File: src/rtl/gol_pkg.sv
// gol_pkg: shared FSM states, default grid sizes and cell indexing for the Game-of-Life sequencer
package gol_pkg;
    localparam int GOL_ROWS  = 4;
    localparam int GOL_COLS  = 4;
    localparam int GOL_GEN_W = 8;

    typedef enum logic [1:0] {GOL_IDLE, GOL_LOAD, GOL_RUN, GOL_DONE} gol_state_e;

    function automatic int gol_cell_idx(input int row, input int col);
        return row * GOL_COLS + col;
    endfunction
endpackage

File: src/rtl/gol_popcount.sv
// gol_popcount: combinational live-cell count of a W-bit grid vector
module gol_popcount #(
    parameter int W = 16
) (
    input  logic [W-1:0]             bits,
    output logic [$clog2(W+1)-1:0]   count
);
    localparam int CW = $clog2(W + 1);
    // sum every cell bit; synthesis balances the additions into a tree
    always_comb begin
        count = '0;
        for (int i = 0; i < W; i++) count = count + CW'(bits[i]);
    end
endmodule

File: src/rtl/gol_gen_ctrl.sv
// gol_gen_ctrl: seeds the cell array, issues one tick per generation and reports end-of-run cause (optional GOL_GEN_CTRL_STABLE_DETECT_EN adds still-life stop)
module gol_gen_ctrl
    import gol_pkg::*;
#(
    parameter int ROWS  = GOL_ROWS,
    parameter int COLS  = GOL_COLS,
    parameter int GEN_W = GOL_GEN_W
) (
    input  logic                             clk,
    input  logic                             reset,
    input  logic                             start,
    input  logic                             pause,
    input  logic                             step,
    input  logic [GEN_W-1:0]                 genLimit,
    input  logic [ROWS*COLS-1:0]             seed,
    input  logic [ROWS*COLS-1:0]             gridState,
    output logic                             loadEn,
    output logic                             tickEn,
    output logic                             busy,
    output logic                             done,
    output logic [GEN_W-1:0]                 genCount,
    output logic [$clog2(ROWS*COLS+1)-1:0]   population,
    output logic                             extinct,
    output logic                             stable
);
    localparam int N  = ROWS * COLS;
    localparam int PW = $clog2(N + 1);

    gol_state_e       state, state_n;
    logic [GEN_W-1:0] gen_limit_q;
    logic [PW-1:0]    pop;
    logic             run, accept, empty, same, at_limit, end_run;

    gol_popcount #(.W(N)) u_pop (.bits(gridState), .count(pop));

`ifdef GOL_GEN_CTRL_STABLE_DETECT_EN
    logic [N-1:0] prev_grid;
    logic         stable_q;
    assign same   = (genCount != '0) && (gridState == prev_grid);
    assign stable = stable_q;
    // remember the generation just ticked away from and flag a still-life stop
    always_ff @(posedge clk) begin
        if (reset) begin
            prev_grid <= '0;
            stable_q  <= 1'b0;
        end else begin
            if (tickEn) prev_grid <= gridState;
            if (accept) stable_q <= 1'b0;
            else if (run && !empty && same) stable_q <= 1'b1;
        end
    end
`else
    assign same   = 1'b0;
    assign stable = 1'b0;
`endif

    // next-state and strobes decoded from state and this cycle's grid
    always_comb begin
        run      = state == GOL_RUN;
        accept   = state == GOL_IDLE && start;
        empty    = gridState == '0;
        at_limit = genCount == gen_limit_q;
        end_run  = run && (empty || same || at_limit);
        loadEn   = state == GOL_LOAD;
        busy     = state == GOL_LOAD || run;
        done     = state == GOL_DONE;
        tickEn   = run && !end_run && (!pause || step);
        state_n  = state == GOL_IDLE ? (start ? GOL_LOAD : GOL_IDLE) :
                   state == GOL_LOAD ? GOL_RUN :
                   run               ? (end_run ? GOL_DONE : GOL_RUN) : GOL_IDLE;
    end

    // state, generation bookkeeping, extinction flag and registered population
    always_ff @(posedge clk) begin
        if (reset) begin
            state       <= GOL_IDLE;
            gen_limit_q <= '0;
            genCount    <= '0;
            extinct     <= 1'b0;
            population  <= '0;
        end else begin
            state      <= state_n;
            population <= pop;
            if (accept) begin
                gen_limit_q <= genLimit;
                genCount    <= '0;
                extinct     <= 1'b0;
            end else begin
                if (tickEn) genCount <= genCount + GEN_W'(1);
                if (run && empty) extinct <= 1'b1;
            end
        end
    end
endmodule

File: config.mk
export PLATFORM = sky130hd
export DESIGN_NAME = gol_gen_ctrl
export DESIGN_NICKNAME = d
export VERILOG_FILES = /design/src/rtl/gol_pkg.sv /design/src/rtl/gol_popcount.sv /design/src/rtl/gol_gen_ctrl.sv
export SDC_FILE = /design/constraint.sdc
export NUM_CORES = 1
export LEC_CHECK = 0
export CORE_MARGIN = 2
export CORE_UTILIZATION = 46
export CTS_CLUSTER_DIAMETER = 40
export DETAILED_ROUTE_END_ITERATION = 12
export PLACE_DENSITY = 0.85
export RECOVER_POWER = 100
export SLEW_MARGIN = 15
export SYNTH_ARGS = -nofsm -noshare
export SYNTH_HDL_FRONTEND = slang
export SYNTH_SLANG_ARGS = --single-unit
File: constraint.sdc
create_clock -name clk -period 6.1 [get_ports clk]
set_input_delay 0.915 -clock clk [delete_from_list [all_inputs] [get_ports clk]]
set_output_delay 0.915 -clock clk [all_outputs]
set_load 0.05 [all_outputs]
==> results.toml, run 1 <==
[setup_path]
arrival_ns = 3.96
critPathRequiredTime_ns = 5.18
end_kind = "output port"
path_max_fanout = 9
critPathLaunchType = "primary input"
worstRegToRegCells = 5
worstSetupPathType = "primary input to output port"

[die]
rows = 20
ioPinCount = 64
die-area_mm2 = 0.00382
start_util_pct = 49.5
die_x_um = 61.8
core_mm2 = 0.00310
die_height_um = 61.8

[place]
place_congestion = 0.830
portBuffers = 46
dp_hpwl_um = 2530
placed_cells = 258

[synthesis]
syn_area_mm2 = 0.00154
netlist_top_cells_area = "dfxtp_1 (31%), fa_1 (13%), ha_1 (9.8%)"
ys_seq_area_share_pct = 31.3
avgSynthCellArea_um2 = 8.88
syn_nets = 240
synth_cells = 173
netlist-cell-type-count = 35
ys_ff_latch = 24
synth_top_area_share_pct = 31.3
ys_warn_count = 0
yosys.area.top_type = "dfxtp_1"

[sta]
rsz0062_at_grt = "false"
setup_viol = 0
max_freq_mhz = 205
fin_crit_ns = 4.88
tightest_slew_ns = 1.08
finClkSkew_ns = 0.00809
slew_viol_final = 0
finalCritPeriodShare_pct = 80.0
finalHoldViolations = 0
tns_ns = 0
worst_slew_margin_rel_pct = 27.6

[final_layout]
final_nets = 286
final_cells = 262
diodes = 0
area_delta_synth_final_pct = 34.6
drive_above_1_share_pct = 4.13

[outcome]
outcome = "complete, no violations"

[global_route]
grt_pass1_vias = 1194
gr-total-overflow = 0
grt_use_total_pct = 17.1
grt_max_degree = 19
antenna_found_initial = 0
grt_pass1_wl_um = 4830

[power_and_ir_drop]
netSwitchingPower_w = 0.000180
p_per_area_mw_per_mm2 = 249
leakagePower_nw = 0.981
p_int_w = 0.000335
power_frac_seq_pct = 34.5
max-vdd-ir-drop_v = 0.000147
p_clk_share_pct = 22.3
p_comb_share_pct = 43.3
p_sw_share_pct = 34.9

[clock_network]
cts_root_buf = "clkbuf_4"
cts_hold_buffers = 0
cts_buffer_depth = 2
cts_buffers = 3
cts_tree = "built"
post_cts.repair.setup_buffers = 0
path_clk_slew_ns = 0.14
htree_levels = 1
cts_resized = 0
clock_latency_ns = 0.31
clock_sinks = 24

[routing]
firstDrtPassIters = 4
routed_wl_um = 2990
drt_iter0_drc = 52
antenna_left = 0
vias = 1264
drc = 0
avgViaCountPerCell = 4.82
wire_per_inst_um = 11.4

[hold_path]
whs_path_depth = 2
hold_class = "flop to flop"

[run]
max_cap_violations = 0
-- power groups by stage --
stage / clock (W) / sequential, W / combinational, W
5_1_grt: 0.000123 / 0.000179 / 0.000248
4_1_cts: 0.000115 / 0.000178 / 0.000233
2_1_floorplan: 0 / 0.000224 / 0.000125
3_5_place_dp: 0 / 0.000182 / 0.000232
6_report: 0.000115 / 0.000177 / 0.000223
3_3_place_gp: 0 / 0.000182 / 0.000227
-- sequential cells by signal, indices dropped and copies added (netlist names) --
signal and flops:
genCount 8, population 5, state 2, gen_limit_q 8, extinct 1
-- layout by cell type (no fill, tap or decap), types with 2 or more instances in the layout --
cell type / count
xor2_1: 9
nand2b_1: 2
nand4_1: 2
clkbuf_4: 3
nor4_1: 2
fa_1: 10
dfxtp_1: 24
nand2_1: 25
ha_1: 12
clkdlybuf4s50_1: 25
a31o_2: 2
nand3_1: 3
a2111oi_0: 3
inv_1: 26
a21oi_1: 14
nor3b_1: 2
xnor2_1: 5
dlygate4sd3_1: 21
nor2_1: 12
-- path summary, 6_finish.rpt --
check                 startpoint              to  slack, ns
setup / recovery    gridState[1]          tickEn       1.22
hold / removal    gen_limit_q[4]  gen_limit_q[4]       0.48
setup reg to reg     genCount[0]     genCount[2]       3.88
hold reg to reg   gen_limit_q[4]  gen_limit_q[4]       0.48
-- critical path, cell delays in order --
cell and delay, ns:
dlygate4sd3_1 0.55, inv_1 0.05, ha_1 0.17, nor4bb_1 0.14, and4_1 0.24, a211oi_1 0.90, dlygate4sd3_1 1.00
-- routing by layer --
layer  up-vias  track usage, %  share of wire, %
li1        646               -                 -
met1       575            19.0                41
met2        41            32.6                52
met3         2            3.93               6.3
met4         0            3.95              0.27
met5         -               0                 0
-- cell usage after synthesis --
| cell | n |
|---|---|
| a21o_1 | 1 |
| and3_1 | 1 |
| clkbuf_1 | 2 |
| nor4_4 | 1 |
| nor4_2 | 1 |
| or4b_1 | 1 |
| xnor2_1 | 5 |
| fa_1 | 10 |
| buf_6 | 1 |
| inv_1 | 26 |
| xor2_1 | 9 |
| nor3b_1 | 2 |
| nor2_1 | 12 |
| nor2b_1 | 1 |
| a211oi_2 | 1 |
| a21oi_1 | 14 |
| and2_2 | 1 |
| buf_4 | 1 |
| a2111oi_0 | 3 |
| nor4_1 | 2 |
| nor4bb_1 | 1 |
| a31o_2 | 2 |
| ha_1 | 12 |
| nand2_1 | 25 |
| conb_1 | 1 |
| or3_1 | 1 |
| mux2i_1 | 1 |
| nand4_1 | 2 |
| buf_2 | 1 |
| and4_1 | 1 |
| nand3_1 | 3 |
| nand2b_1 | 2 |
| o21ai_0 | 1 |
| dfxtp_1 | 24 |
| and2_1 | 1 |
-- metrics by stage --
stage | hold WS [ns] | instance area (um2) | setup WS, ns | total power (W) | utilization [%]
6_report | 0.477 | 2070 | 1.22 | 0.000515 | 66.7
5_1_grt | 0.501 | 2070 | 1.01 | 0.000550 | 66.7
4_1_cts | 0.477 | 2070 | 1.59 | 0.000526 | 66.8
3_3_place_gp | 0.453 | 2020 | 1.28 | 0.000409 | 65.1
2_1_floorplan | 0.445 | 1540 | 1.91 | 0.000349 | -
3_5_place_dp | 0.458 | 2020 | 1.25 | 0.000414 | 65.1
-- kinds of logic after synthesis --
kind of cell | after synthesis | synth area share (%)
other | 1 | 0.244
multiplexers | 1 | 0.651
buffers and inverters | 31 | 8.39
XOR/XNOR | 14 | 7.98
flip-flops | 24 | 31.3
adder cells (fa/ha/maj) | 22 | 22.8
AND/OR/NAND/NOR | 58 | 19.6
AO/OA/AOI/OAI | 22 | 9.04
-- layout make-up --
cell class                      instances  area, um2
Clock buffer                            3       22.5
Clock inverter                          1       30.0
Fill cell                             280       1030
Inverter                               26       97.6
Multi-Input combinational cell        118        922
Sequential cell                        24        480
Tap cell                               44       55.1
Timing Repair Buffer                   46        460
Power figures use the tool's default switching activity.
==> inputs of run 2 (changes only) <==
Settings changed: CORE_UTILIZATION 46 to 43, PLACE_DENSITY 0.85 to 0.81.
Clock period 6.1 ns to 4.7 ns, I/O delays scaled along.
==> results.toml, run 2 (synthesis results as in run 1) <==
[final_layout]
final_nets = 287
final_common_cell = "inv_1"
drive_above_1_share_pct = 4.11
final_cells = 265
diodes = 0
mostFrequentLayoutCells = "inv_1 (26), nand2_1 (25), clkdlybuf4s50_1 (25)"
top_regs = "genCount (8), gen_limit_q (8), population (5)"
fin_util_pct = 61.2
area_delta_synth_final_pct = 35.0

[clock_network]
htree_levels = 1
cts_tree = "built"
clock_sinks = 24
cts_resized = 0
cts_buffers = 3
path_clk_slew_ns = 0.14
cts_buffer_depth = 2
cts_hold_buffers = 0
post_cts.repair.setup_buffers = 0
clock_latency_ns = 0.32
cts_root_buf = "clkbuf_4"

[routing]
avgViaCountPerCell = 4.83
drc = 0
routed_wl_um = 3010
vias = 1279
drt_iter0_drc = 60
firstDrtPassIters = 4
wire_per_inst_um = 11.4
antenna_left = 0

[sta]
finClkSkew_ns = 0.0139
setup_viol = 0
worst_slew_margin_rel_pct = 59.2
max_freq_mhz = 229
slew_viol_final = 0
fin_crit_ns = 4.37
rsz0062_at_grt = "false"
tns_ns = 0
finalHoldViolations = 0
finalCritPeriodShare_pct = 93.0
tightest_slew_ns = 0.611

[die]
die-area_mm2 = 0.00407
core_mm2 = 0.00339
die_height_um = 63.8
ioPinCount = 64
rows = 21
start_util_pct = 45.3
die_x_um = 63.8

[place]
dp_hpwl_um = 2530
portBuffers = 46
place_congestion = 0.865
placed_cells = 261

[power_and_ir_drop]
leakagePower_nw = 0.982
p_per_area_mw_per_mm2 = 325
max-vdd-ir-drop_v = 0.000173
p_total_w = 0.000673

[run]
max_cap_violations = 0

[global_route]
grt_pass1_wl_um = 5210
grt_use_total_pct = 16.3
grt_pass1_vias = 1258
antenna_found_initial = 0
grt_max_degree = 19
gr-total-overflow = 0

[setup_path]
worstSetupPathType = "primary input to flop"
end_kind = "flop"
arrival_ns = 4.58
critPathRequiredTime_ns = 4.91
critPathLaunchType = "primary input"
path_max_fanout = 2

[outcome]
outcome = "complete, no violations"

[hold_path]
hold_class = "flop to flop"
run 2: changes by cell type in the layout (fill, tap and decap cells not counted):
| cell | before | now |
|---|---|---|
| clkbuf_1 | 0 | 1 |
run 2: area by class of cell:
cell class | count | area (um2)
timing repair buffer | 47 | 464
sequential | 24 | 480
clock buffer | 3 | 22.5
clock inverter | 1 | 30.0
tap | 46 | 57.6
fill | 288 | 1320
multi-input combinational | 118 | 922
inverter | 26 | 97.6
run 2: critical path, cell delays in order:
cell and delay [ns]:
dlygate4sd3_1 0.54, inv_1 0.05, ha_1 0.27, inv_1 0.07, fa_1 0.46, fa_1 0.52
fa_1 0.53, fa_1 0.42, fa_1 0.38, inv_1 0.10, fa_1 0.40, nor2b_1 0.13
run 2: metal layers:
| metal | track usage [%] | share of wire [%] | up-vias |
|---|---|---|---|
| li1 | - | - | 646 |
| met1 | 17.5 | 41 | 581 |
| met2 | 30.3 | 51 | 43 |
| met3 | 3.35 | 4.9 | 9 |
| met4 | 7.88 | 3.2 | 0 |
| met5 | 0 | 0 | - |
run 2: path summary, 6_finish.rpt:
path                                      from  depth (start not counted)              to  slack (ns)
worst max register to register     genCount[1]                          5        state[0]        2.81
worst min-delay path            gen_limit_q[1]                          2  gen_limit_q[1]        0.48
worst max-delay path              gridState[0]                         12   population[1]        0.33
worst min register to register  gen_limit_q[1]                          2  gen_limit_q[1]        0.48
run 2: report_power, final:
part | switching (W) | total [W] | internal (W) | leakage (nW)
logic | 0.000169 | 0.000294 | 0.000125 | 0.758
registers | 0.00000627 | 0.000231 | 0.000224 | 0.196
clock network | 0.0000627 | 0.000149 | 0.0000863 | 0.0279
run 2: through the flow:
step                      setup WS (ns)  hold WS, ns  cell area, um2
final                             0.329        0.476            2070
after global routing              0.214        0.503            2070
after CTS                         0.375        0.477            2080
after detailed placement         0.0262        0.459            2030
after global placement           0.0880        0.454            2030
after floorplan                   0.720        0.445            1540
